File: config.mk
export PLATFORM = sky130hd
export DESIGN_NAME = conn_req_arbiter
export DESIGN_NICKNAME = d
export VERILOG_FILES = /design/src/rtl/conn_req_arbiter.sv
export SDC_FILE = /design/constraint.sdc
export NUM_CORES = 1
export LEC_CHECK = 0
export ABC_AREA = 1
export CORE_AREA = 8 8 187 189
export CTS_CLUSTER_SIZE = 24
export DETAILED_ROUTE_END_ITERATION = 6
export DIE_AREA = 0 0 195 197
export PLACE_DENSITY = 0.68
export SYNTH_ARGS = -nofsm -noshare
export SYNTH_HDL_FRONTEND = slang
export SYNTH_SLANG_ARGS = --single-unit
File: constraint.sdc
create_clock -name ca_clk -period 2.8 [get_ports ca_clk]
set_clock_uncertainty 0.05 [all_clocks]
set_input_delay 0.56 -clock ca_clk [delete_from_list [all_inputs] [get_ports ca_clk]]
set_output_delay 0.56 -clock ca_clk [all_outputs]
set_load 0.1 [all_outputs]
File: src/rtl/conn_req_arbiter.sv
// Two-requester round-robin arbiter in front of the connection searcher: SETUP -> ISSUE -> DRAIN.
// Define CA_TIMEOUT_EN to bound the ISSUE and DRAIN waits by TIMEOUT_CYCLES.
module conn_req_arbiter #(
    parameter int SETUP_CYCLES   = 2,
    parameter int TIMEOUT_CYCLES = 255
) (
    input  logic         ca_clk,
    input  logic         ca_rst,
    input  logic         ca_req0,
    input  logic         ca_req1,
    input  logic [1:0]   ca_op0,
    input  logic [1:0]   ca_op1,
    input  logic [143:0] ca_tuple0,
    input  logic [143:0] ca_tuple1,
    input  logic [7:0]   ca_id_in0,
    input  logic [7:0]   ca_id_in1,
    output logic         ca_ack0,
    output logic         ca_ack1,
    output logic [7:0]   ca_id_out,
    output logic [7:0]   ca_err_out,
    output logic         ca_busy,
    output logic [1:0]   ca_rs_rq,
    output logic [7:0]   ca_rs_id_in,
    output logic [23:0]  ca_rs_mac_src,
    output logic [23:0]  ca_rs_mac_dst,
    output logic [31:0]  ca_rs_ip_src,
    output logic [31:0]  ca_rs_ip_dst,
    output logic [15:0]  ca_rs_port_src,
    output logic [15:0]  ca_rs_port_dst,
    input  logic         ca_rs_done,
    input  logic [7:0]   ca_rs_id_out,
    input  logic [7:0]   ca_rs_error
);

    localparam logic [1:0] S_IDLE  = 2'd0;
    localparam logic [1:0] S_SETUP = 2'd1;
    localparam logic [1:0] S_ISSUE = 2'd2;
    localparam logic [1:0] S_DRAIN = 2'd3;

    localparam logic [7:0] ERR_ILLEGAL = 8'h04;
    localparam logic [7:0] SETUP_LAST  = 8'(SETUP_CYCLES - 1);

`ifdef CA_TIMEOUT_EN
    localparam logic [7:0] ERR_TIMEOUT  = 8'hFF;
    localparam logic [7:0] TIMEOUT_LAST = 8'(TIMEOUT_CYCLES - 1);
    logic [7:0] to_cnt;
`else
    localparam int unused_timeout = TIMEOUT_CYCLES;
`endif

    logic [1:0]   state;
    logic         last_served;
    logic         gnt;
    logic [1:0]   op_q;
    logic [7:0]   setup_cnt;

    logic         req0_v;
    logic         req1_v;
    logic         pick1;
    logic [1:0]   sel_op;
    logic [143:0] sel_tuple;
    logic [7:0]   sel_id;

    // A requester is still holding req during its own ack cycle; mask it so it is not re-granted.
    assign req0_v    = ca_req0 & ~ca_ack0;
    assign req1_v    = ca_req1 & ~ca_ack1;
    assign pick1     = req1_v & (~req0_v | ~last_served);
    assign sel_op    = pick1 ? ca_op1    : ca_op0;
    assign sel_tuple = pick1 ? ca_tuple1 : ca_tuple0;
    assign sel_id    = pick1 ? ca_id_in1 : ca_id_in0;

    assign ca_busy = (state != S_IDLE);

    always_ff @(posedge ca_clk) begin
        if (ca_rst) begin
            state          <= S_IDLE;
            last_served    <= 1'b1;
            gnt            <= 1'b0;
            op_q           <= 2'b00;
            setup_cnt      <= '0;
            ca_ack0        <= 1'b0;
            ca_ack1        <= 1'b0;
            ca_id_out      <= '0;
            ca_err_out     <= '0;
            ca_rs_rq       <= 2'b00;
            ca_rs_id_in    <= '0;
            ca_rs_mac_src  <= '0;
            ca_rs_mac_dst  <= '0;
            ca_rs_ip_src   <= '0;
            ca_rs_ip_dst   <= '0;
            ca_rs_port_src <= '0;
            ca_rs_port_dst <= '0;
`ifdef CA_TIMEOUT_EN
            to_cnt         <= '0;
`endif
        end else begin
            ca_ack0 <= 1'b0;
            ca_ack1 <= 1'b0;
            case (state)
                S_IDLE: begin
                    if (req0_v | req1_v) begin
                        last_served <= pick1;
                        gnt         <= pick1;
                        // Only 01 and 10 are legal, which is exactly odd parity of the op.
                        if (^sel_op) begin
                            op_q        <= sel_op;
                            ca_rs_id_in <= sel_id;
                            {ca_rs_mac_src, ca_rs_mac_dst, ca_rs_ip_src, ca_rs_ip_dst,
                             ca_rs_port_src, ca_rs_port_dst} <= sel_tuple;
                            setup_cnt   <= '0;
                            state       <= S_SETUP;
                        end else begin
                            ca_ack0    <= ~pick1;
                            ca_ack1    <= pick1;
                            ca_id_out  <= 8'h00;
                            ca_err_out <= ERR_ILLEGAL;
                        end
                    end
                end
                S_SETUP: begin
                    if (setup_cnt == SETUP_LAST) begin
                        ca_rs_rq <= op_q;
                        state    <= S_ISSUE;
`ifdef CA_TIMEOUT_EN
                        to_cnt   <= '0;
`endif
                    end else begin
                        setup_cnt <= setup_cnt + 8'd1;
                    end
                end
                S_ISSUE: begin
                    if (ca_rs_done) begin
                        ca_ack0    <= ~gnt;
                        ca_ack1    <= gnt;
                        ca_id_out  <= ca_rs_id_out;
                        ca_err_out <= ca_rs_error;
                        ca_rs_rq   <= 2'b00;
                        state      <= S_DRAIN;
`ifdef CA_TIMEOUT_EN
                        to_cnt     <= '0;
                    end else if (to_cnt == TIMEOUT_LAST) begin
                        ca_ack0    <= ~gnt;
                        ca_ack1    <= gnt;
                        ca_id_out  <= 8'h00;
                        ca_err_out <= ERR_TIMEOUT;
                        ca_rs_rq   <= 2'b00;
                        state      <= S_DRAIN;
                        to_cnt     <= '0;
                    end else begin
                        to_cnt <= to_cnt + 8'd1;
`endif
                    end
                end
                S_DRAIN: begin
                    // A done level left high from the last transaction must not complete the next one.
                    if (!ca_rs_done) begin
                        state <= S_IDLE;
`ifdef CA_TIMEOUT_EN
                    end else if (to_cnt == TIMEOUT_LAST) begin
                        state <= S_IDLE;
                    end else begin
                        to_cnt <= to_cnt + 8'd1;
`endif
                    end
                end
                default: state <= S_IDLE;
            endcase
        end
    end

endmodule

* After elaboration in Yosys (flattened, before gate mapping)
Cells that the tools add are included.
** Operators by class
- $add $sub $neg :: 1
- Eq/ne operators :: 11
- Mux-type cells :: 32
- Bitwise gates (word level) :: 11
- Reduce and logical (&&, ||, !) cells :: 12
** Operator list (number)
- $mux 144 :: 1
- $mux 8 :: 10
- $pmux 8 s2 :: 3
- $mux 2 :: 8
- $ne 2x2->1 const B :: 7
- $add 8x1->8 const B :: 1
- $eq 8x1->1 const B :: 1
- $pmux 2 s4 :: 1
- $reduce_and 4->1 :: 2
- $reduce_bool 2->1 :: 4
- $mux 1 :: 6
- $not 1->1 :: 6
- $reduce_and 3->1 :: 2
- $reduce_and 5->1 :: 1
- $eq 2x2->1 const B :: 2
- $pmux 1 s2 :: 2
- $pmux 2 s2 :: 1
- $and 1x1->1 :: 3
- $eq 2x1->1 const B :: 1
- $logic_not 2->1 :: 1
- $or 1x1->1 :: 2
- $reduce_and 2->1 :: 1
- $reduce_xor 2->1 :: 1
** Word-level totals
- Register bits after elaboration :: 186
- Output and inout bits :: 173

* Logic depth before layout (Yosys ltp)
- Depth after elaboration :: 10
- Mapped depth :: 12

* Worst setup path after synthesis
OpenSTA, ideal clock, no wires.
- Path kind :: reg-to-reg
- From :: register state[0]
- To :: register ca_rs_ip_dst[0]
- Setup time :: 0.116 ns
- Arrival :: 2.214 ns
- Required time :: 2.634 ns
- Path slack :: 0.420 ns
- Cell stages (with the launch flop) :: 13
- Buffers on the path :: 4
- Clock period less this slack :: 2.380 ns
- Cells stage by stage :: dfxtp_1 -> inv_1 -> ha_1 -> buf_4 -> inv_1 -> nor2_4 -> nand3_2 -> nand2_2 -> buf_6 -> buf_8 -> buf_8 -> o21ai_1 -> nor2_1
** Between the ends
- Longest elaborated chain between the ends :: 2
** RTL lines
- start: declaration :: RTL line 51 : logic [1:0] state;
- start signal: assignment :: RTL line 76 : state <= S_IDLE;
- start signal: assignment :: RTL line 111 : state <= S_SETUP;
- start signal: assignment :: RTL line 123 : state <= S_ISSUE;
- $logic_not 2->1 :: RTL line 99 : case (state)
- $reduce_and 3->1 (no line)
- end signal: assignment :: RTL line 90 : ca_rs_ip_dst <= '0;
- end: declaration :: RTL line 27 : output logic [31:0] ca_rs_ip_dst,
No other way between the ends.
A chain may end at the register's enable or synchronous reset.

* Worst setup path in the final report
- From :: register state[0]
- To :: output ca_busy
** Between the ends
- Longest elaborated chain between the ends :: 1
** RTL lines
- $reduce_bool 2->1 :: RTL line 72 : assign ca_busy = (state != S_IDLE);
- end: declaration :: RTL line 21 : output logic ca_busy,
No other way between the ends.

==> impl_metrics.prom <==
# TYPE chip_impl_metric gauge
chip_impl_metric{name="row_count",unit=""} 66
chip_impl_info{name="synthTopCellsByArea",value="dfxtp_1 (42%), nand2_1 (22%), nor2_1 (13%)"} 1
chip_impl_info{name="cell_by_cell_trace_of_the_critical_path",value="inv_1 -> ha_1 -> inv_1 -> buf_4"} 1
chip_impl_metric{name="detailed_place_hpwl",unit="mm"} 27.82
chip_impl_metric{name="htree_levels",unit=""} 4
chip_impl_metric{name="clkPwrFrac",unit="%"} 16.6
chip_impl_metric{name="core_region_area",unit="sq um"} 32040
chip_impl_metric{name="dr_total_vias",unit=""} 10250
chip_impl_metric{name="multiInputGateArea",unit="sq um"} 4569
chip_impl_metric{name="comb_power_share",unit="%"} 60.2
chip_impl_metric{name="yosys_warning_count",unit=""} 0
chip_impl_info{name="path_common_cell",value="inv_1"} 1
chip_impl_metric{name="design.die.area",unit="sq um"} 38420
chip_impl_info{name="crit_start",value="state[0]$_SDFFE_PP0P_"} 1
chip_impl_metric{name="first_global_vias",unit=""} 10230
chip_impl_metric{name="synth.lib_cells_used.distinct",unit=""} 29
chip_impl_metric{name="die_h",unit="um"} 197
chip_impl_metric{name="slew_headroom",unit="%"} 55.18
chip_impl_info{name="critical_path.slowest_cell",value="dfxtp_1"} 1
chip_impl_metric{name="post-route-drc-count",unit=""} 0
chip_impl_metric{name="postCtsResizedCells",unit=""} 0
chip_impl_metric{name="achievable-frequency",unit="GHz"} 0.4278
chip_impl_metric{name="final_area",unit="sq um"} 14390
chip_impl_info{name="worstSetupEndpoint",value="ca_busy"} 1
chip_impl_metric{name="grt_first_pass_wirelength",unit="mm"} 56.01
chip_impl_metric{name="ios",unit=""} 502
chip_impl_metric{name="cp.arrival",unit="ns"} 1.73
chip_impl_metric{name="totalNegativeSetupSlack",unit="ns"} 0
chip_impl_metric{name="syn-num-nets",unit=""} 1735
chip_impl_metric{name="area_delta_synth_final",unit="%"} 61.65
chip_impl_info{name="synth.cells.most_frequent",value="nand2_1 (522), nor2_1 (320), dfxtp_1 (186), o21ai_0 (93), o21ai_1 (61)"} 1
chip_impl_metric{name="r2r_cells",unit=""} 10
chip_impl_metric{name="ant_nets",unit=""} 0
chip_impl_metric{name="power.density",unit="nW/um^2"} 1137
chip_impl_metric{name="place_area",unit="sq um"} 13750
chip_impl_metric{name="final_min_period_over_clock_period",unit="%"} 83.47
chip_impl_info{name="rr_endpoint",value="ca_rs_mac_src[10]$_SDFFE_PP0P_"} 1
chip_impl_metric{name="cts_made_buffers",unit=""} 17
chip_impl_metric{name="vias_per_cell",unit=""} 4.522
chip_impl_metric{name="port_buffers",unit=""} 501
chip_impl_info{name="hold_crit_class",value="reg -> reg"} 1
chip_impl_info{name="worstSetupEndpointType",value="primary output"} 1
chip_impl_metric{name="number_of_enable_type_register_cells_in_the_synthesized_netlist",unit=""} 0
chip_impl_metric{name="worst-endpoint-required",unit="ns"} 2.19
chip_impl_metric{name="drtPass1Iterations",unit=""} 6
chip_impl_info{name="rsz0062_at_grt",value="no"} 1
chip_impl_metric{name="report.final.hold_viol_count",unit=""} 0
chip_impl_metric{name="syn_area_per_cell",unit="sq um"} 6.358
chip_impl_info{name="synth_area_leader_cell",value="dfxtp_1"} 1
chip_impl_metric{name="slowest_delay",unit="ns"} 0.36
chip_impl_metric{name="setup_viol",unit=""} 0
chip_impl_metric{name="switching_power",unit="mW"} 9.182
chip_impl_metric{name="floorplan.initialDensity",unit="%"} 27.78
chip_impl_info{name="worstSetupStartpointType",value="register"} 1
chip_impl_metric{name="fin_nets",unit=""} 2182
chip_impl_metric{name="maximum_number_of_pins_on_one_net_before_global_route_repair",unit=""} 91
chip_impl_metric{name="finalWeightedCongestion",unit=""} 0.8853
chip_impl_metric{name="clk_path_buf_depth",unit=""} 2
chip_impl_metric{name="totalPowerFinal",unit="mW"} 16.36
chip_impl_metric{name="crit_path_max_fanout",unit=""} 6
chip_impl_metric{name="drt-initial-drc-count",unit=""} 607
chip_impl_info{name="timing.setup.critical_path_class",value="reg -> out"} 1
chip_impl_metric{name="clkSinkCount",unit=""} 186
chip_impl_metric{name="post-cts-setup-buffers",unit=""} 0
chip_impl_info{name="post-synth-top-count-cell",value="nand2_1"} 1
chip_impl_metric{name="maxCapViolCount",unit=""} 0
chip_impl_metric{name="vdd_ir_drop_max",unit="mV"} 0.6612
chip_impl_metric{name="synth_area",unit="sq um"} 8901
chip_impl_metric{name="grt_antenna_before_repair",unit=""} 0
chip_impl_metric{name="shortest_clock_period_the_worst_path_allows_after_layout",unit="ns"} 2.337
chip_impl_metric{name="finalWirelength",unit="mm"} 36.62
chip_impl_metric{name="synthCells",unit=""} 1400
chip_impl_metric{name="sw_frac_of_total",unit="%"} 56.13
chip_impl_metric{name="clk_pin_slew",unit="ns"} 0.07
chip_impl_info{name="run_status",value="complete, no violations"} 1
chip_impl_metric{name="post_cts_hold_buffer_count",unit=""} 0
chip_impl_metric{name="timing_worst_slew_pin_value",unit="ns"} 0.6724
chip_impl_metric{name="n_antenna_cell",unit=""} 0
chip_impl_metric{name="yosys.area.top_type_share",unit="%"} 41.83
chip_impl_metric{name="nFillCells",unit=""} 3218
chip_impl_metric{name="routed_wire_length_per_instance",unit="um"} 16.16
chip_impl_metric{name="drive_gt1_share",unit="%"} 12.92
chip_impl_metric{name="drv_slew",unit=""} 0
chip_impl_metric{name="ys_seq_area_share",unit="%"} 41.83
chip_impl_info{name="cts_tree",value="done"} 1
chip_impl_metric{name="p_leak",unit="nW"} 6.935
chip_impl_info{name="cts_root_buffer",value="clkbuf_16"} 1
chip_impl_metric{name="dieWidth",unit="um"} 195
chip_impl_metric{name="grt_remaining_overflow",unit=""} 0
chip_impl_metric{name="synth-seq-cells",unit=""} 186
chip_impl_info{name="ys_dominant_reg_cell",value="dfxtp_1"} 1
chip_impl_info{name="timing.rr.start",value="state[1]$_SDFFE_PP0P_"} 1
chip_impl_metric{name="grt_usage",unit="%"} 18.01
chip_impl_metric{name="async_set_or_reset_flop_fraction_in_the_synthesized_netlist",unit="%"} 0
chip_impl_metric{name="clock_insertion_delay_worst_skew",unit="ns"} 0.42
chip_impl_metric{name="sequentialPowerShare",unit="%"} 23.2
chip_impl_metric{name="intPower",unit="mW"} 7.177
chip_impl_metric{name="sequential_cell_area",unit="sq um"} 3724
chip_impl_metric{name="reg2reg_setup_slack",unit="ns"} 0.57
[worst max-delay path: cells and delay by family (launching register included)]
kind | cells | cell delay, ns
adder cells (fa/ha/maj) | 1 | 0.31
flip-flops | 1 | 0.36
buffers and inverters | 3 | 0.62
[power by group through the flow]
stage                     Combinational (mW)  Sequential [mW]  Clock (mW)
after floorplan                         2.66             8.63           0
after global placement                  9.87             3.82           0
after detailed placement                9.92             3.84           0
after CTS                               9.93             3.80        2.79
after global routing                    10.4             3.89        2.90
final                                   9.85             3.80        2.71
[cell families (layout without fill, tap and decap cells)]
group                    Yosys count  after routing  share of synthesized area (%)
AND/OR/NAND/NOR                  899            899                          39.78
flip-flops                       186            186                          41.83
AO/OA/AOI/OAI                    185            185                          10.50
buffers and inverters            123            581                          6.944
adder cells (fa/ha/maj)            6              6                         0.8434
XOR/XNOR                           1              1                        0.09842
[sequential cells by signal, indices dropped and copies added, names as in the netlist]
name	count
state	2
ca_rs_ip_dst	32
ca_rs_rq	2
ca_rs_mac_dst	24
ca_err_out	8
ca_rs_port_src	16
ca_rs_port_dst	16
ca_rs_ip_src	32
ca_rs_id_in	8
last_served	1
ca_id_out	8
setup_cnt	8
ca_ack1	1
gnt	1
ca_ack0	1
ca_rs_mac_src	24
op_q	2
[worst min-delay path by stage]
stage	from	cells past startpoint	endpoint	slack, ns
2_1_floorplan	gnt$_SDFFE_PP0P_	2	gnt$_SDFFE_PP0P_	0.40
3_5_place_dp	ca_rs_rq[0]$_SDFFE_PP0P_	2	ca_rs_rq[0]$_SDFFE_PP0P_	0.41
3_3_place_gp	ca_rs_rq[1]$_SDFFE_PP0P_	2	ca_rs_rq[1]$_SDFFE_PP0P_	0.40
4_1_cts	ca_rs_rq[0]$_SDFFE_PP0P_	2	ca_rs_rq[0]$_SDFFE_PP0P_	0.42
6_report	ca_rs_rq[0]$_SDFFE_PP0P_	2	ca_rs_rq[0]$_SDFFE_PP0P_	0.42
5_1_grt	ca_id_out[4]$_SDFFE_PP0P_	2	ca_id_out[4]$_SDFFE_PP0P_	0.44
[routing by layer]
| layer | track usage (%) | vias to the layer above | routed length, um | share of wire [%] |
|---|---|---|---|---|
| met5 | 0 | - | 0 | 0 |
| met4 | 5.109 | 0 | 719 | 2.0 |
| met3 | 5.799 | 35 | 2794 | 7.6 |
| met2 | 32.04 | 355 | 18340 | 50 |
| met1 | 20.45 | 4598 | 14770 | 40 |
| li1 | - | 5258 | - | - |
[cell usage in the layout, fill, tap and decap left out]
master,synthesis,final
or2_2,2,2
nor3_1,1,1
buf_12,0,8
nand4_1,25,25
inv_4,0,3
dfxtp_1,186,186
inv_2,5,3
clkinv_4,0,1
ha_1,6,6
clkdlybuf4s50_1,0,328
nor2_1,320,320
o21ai_1,61,61
o21ai_0,93,93
clkinv_1,3,2
clkinvlp_4,0,2
o22ai_1,1,1
nand2_1,522,522
inv_6,0,3
nor3b_1,2,2
nand3b_1,2,2
bufinv_16,0,5
nand2_4,0,2
a21oi_1,27,27
o211ai_1,2,2
nand3_1,13,13
inv_1,24,24
o31ai_1,1,1
nor2_4,2,2
buf_4,5,183
inv_8,0,1
clkbuf_16,0,17
nand2_2,3,1
nand3_2,7,7
clkbuf_1,37,1
xor2_1,1,1
[layout make-up]
type                       instances  area share, %
inverter                          32         0.8870
tap                              408          3.548
clock inverter                    12          1.470
sequential                       186          25.88
timing repair buffer             519          33.48
clock buffer                      18          2.983
multi-input combinational       1091          31.76
[stage by stage]
step	setup slack [ns]	utilization (%)	hold slack, ns	instances
after floorplan	0.4201	-	0.3976	1400
after detailed placement	0.06750	42.91	0.4065	2236
after global routing	0.3475	44.91	0.4376	2266
after CTS	0.4431	44.91	0.4175	2266
final	0.4627	44.91	0.4153	2266
after global placement	0.1452	42.91	0.4004	2236
No activity file was read; power rests on OpenSTA's default activity.
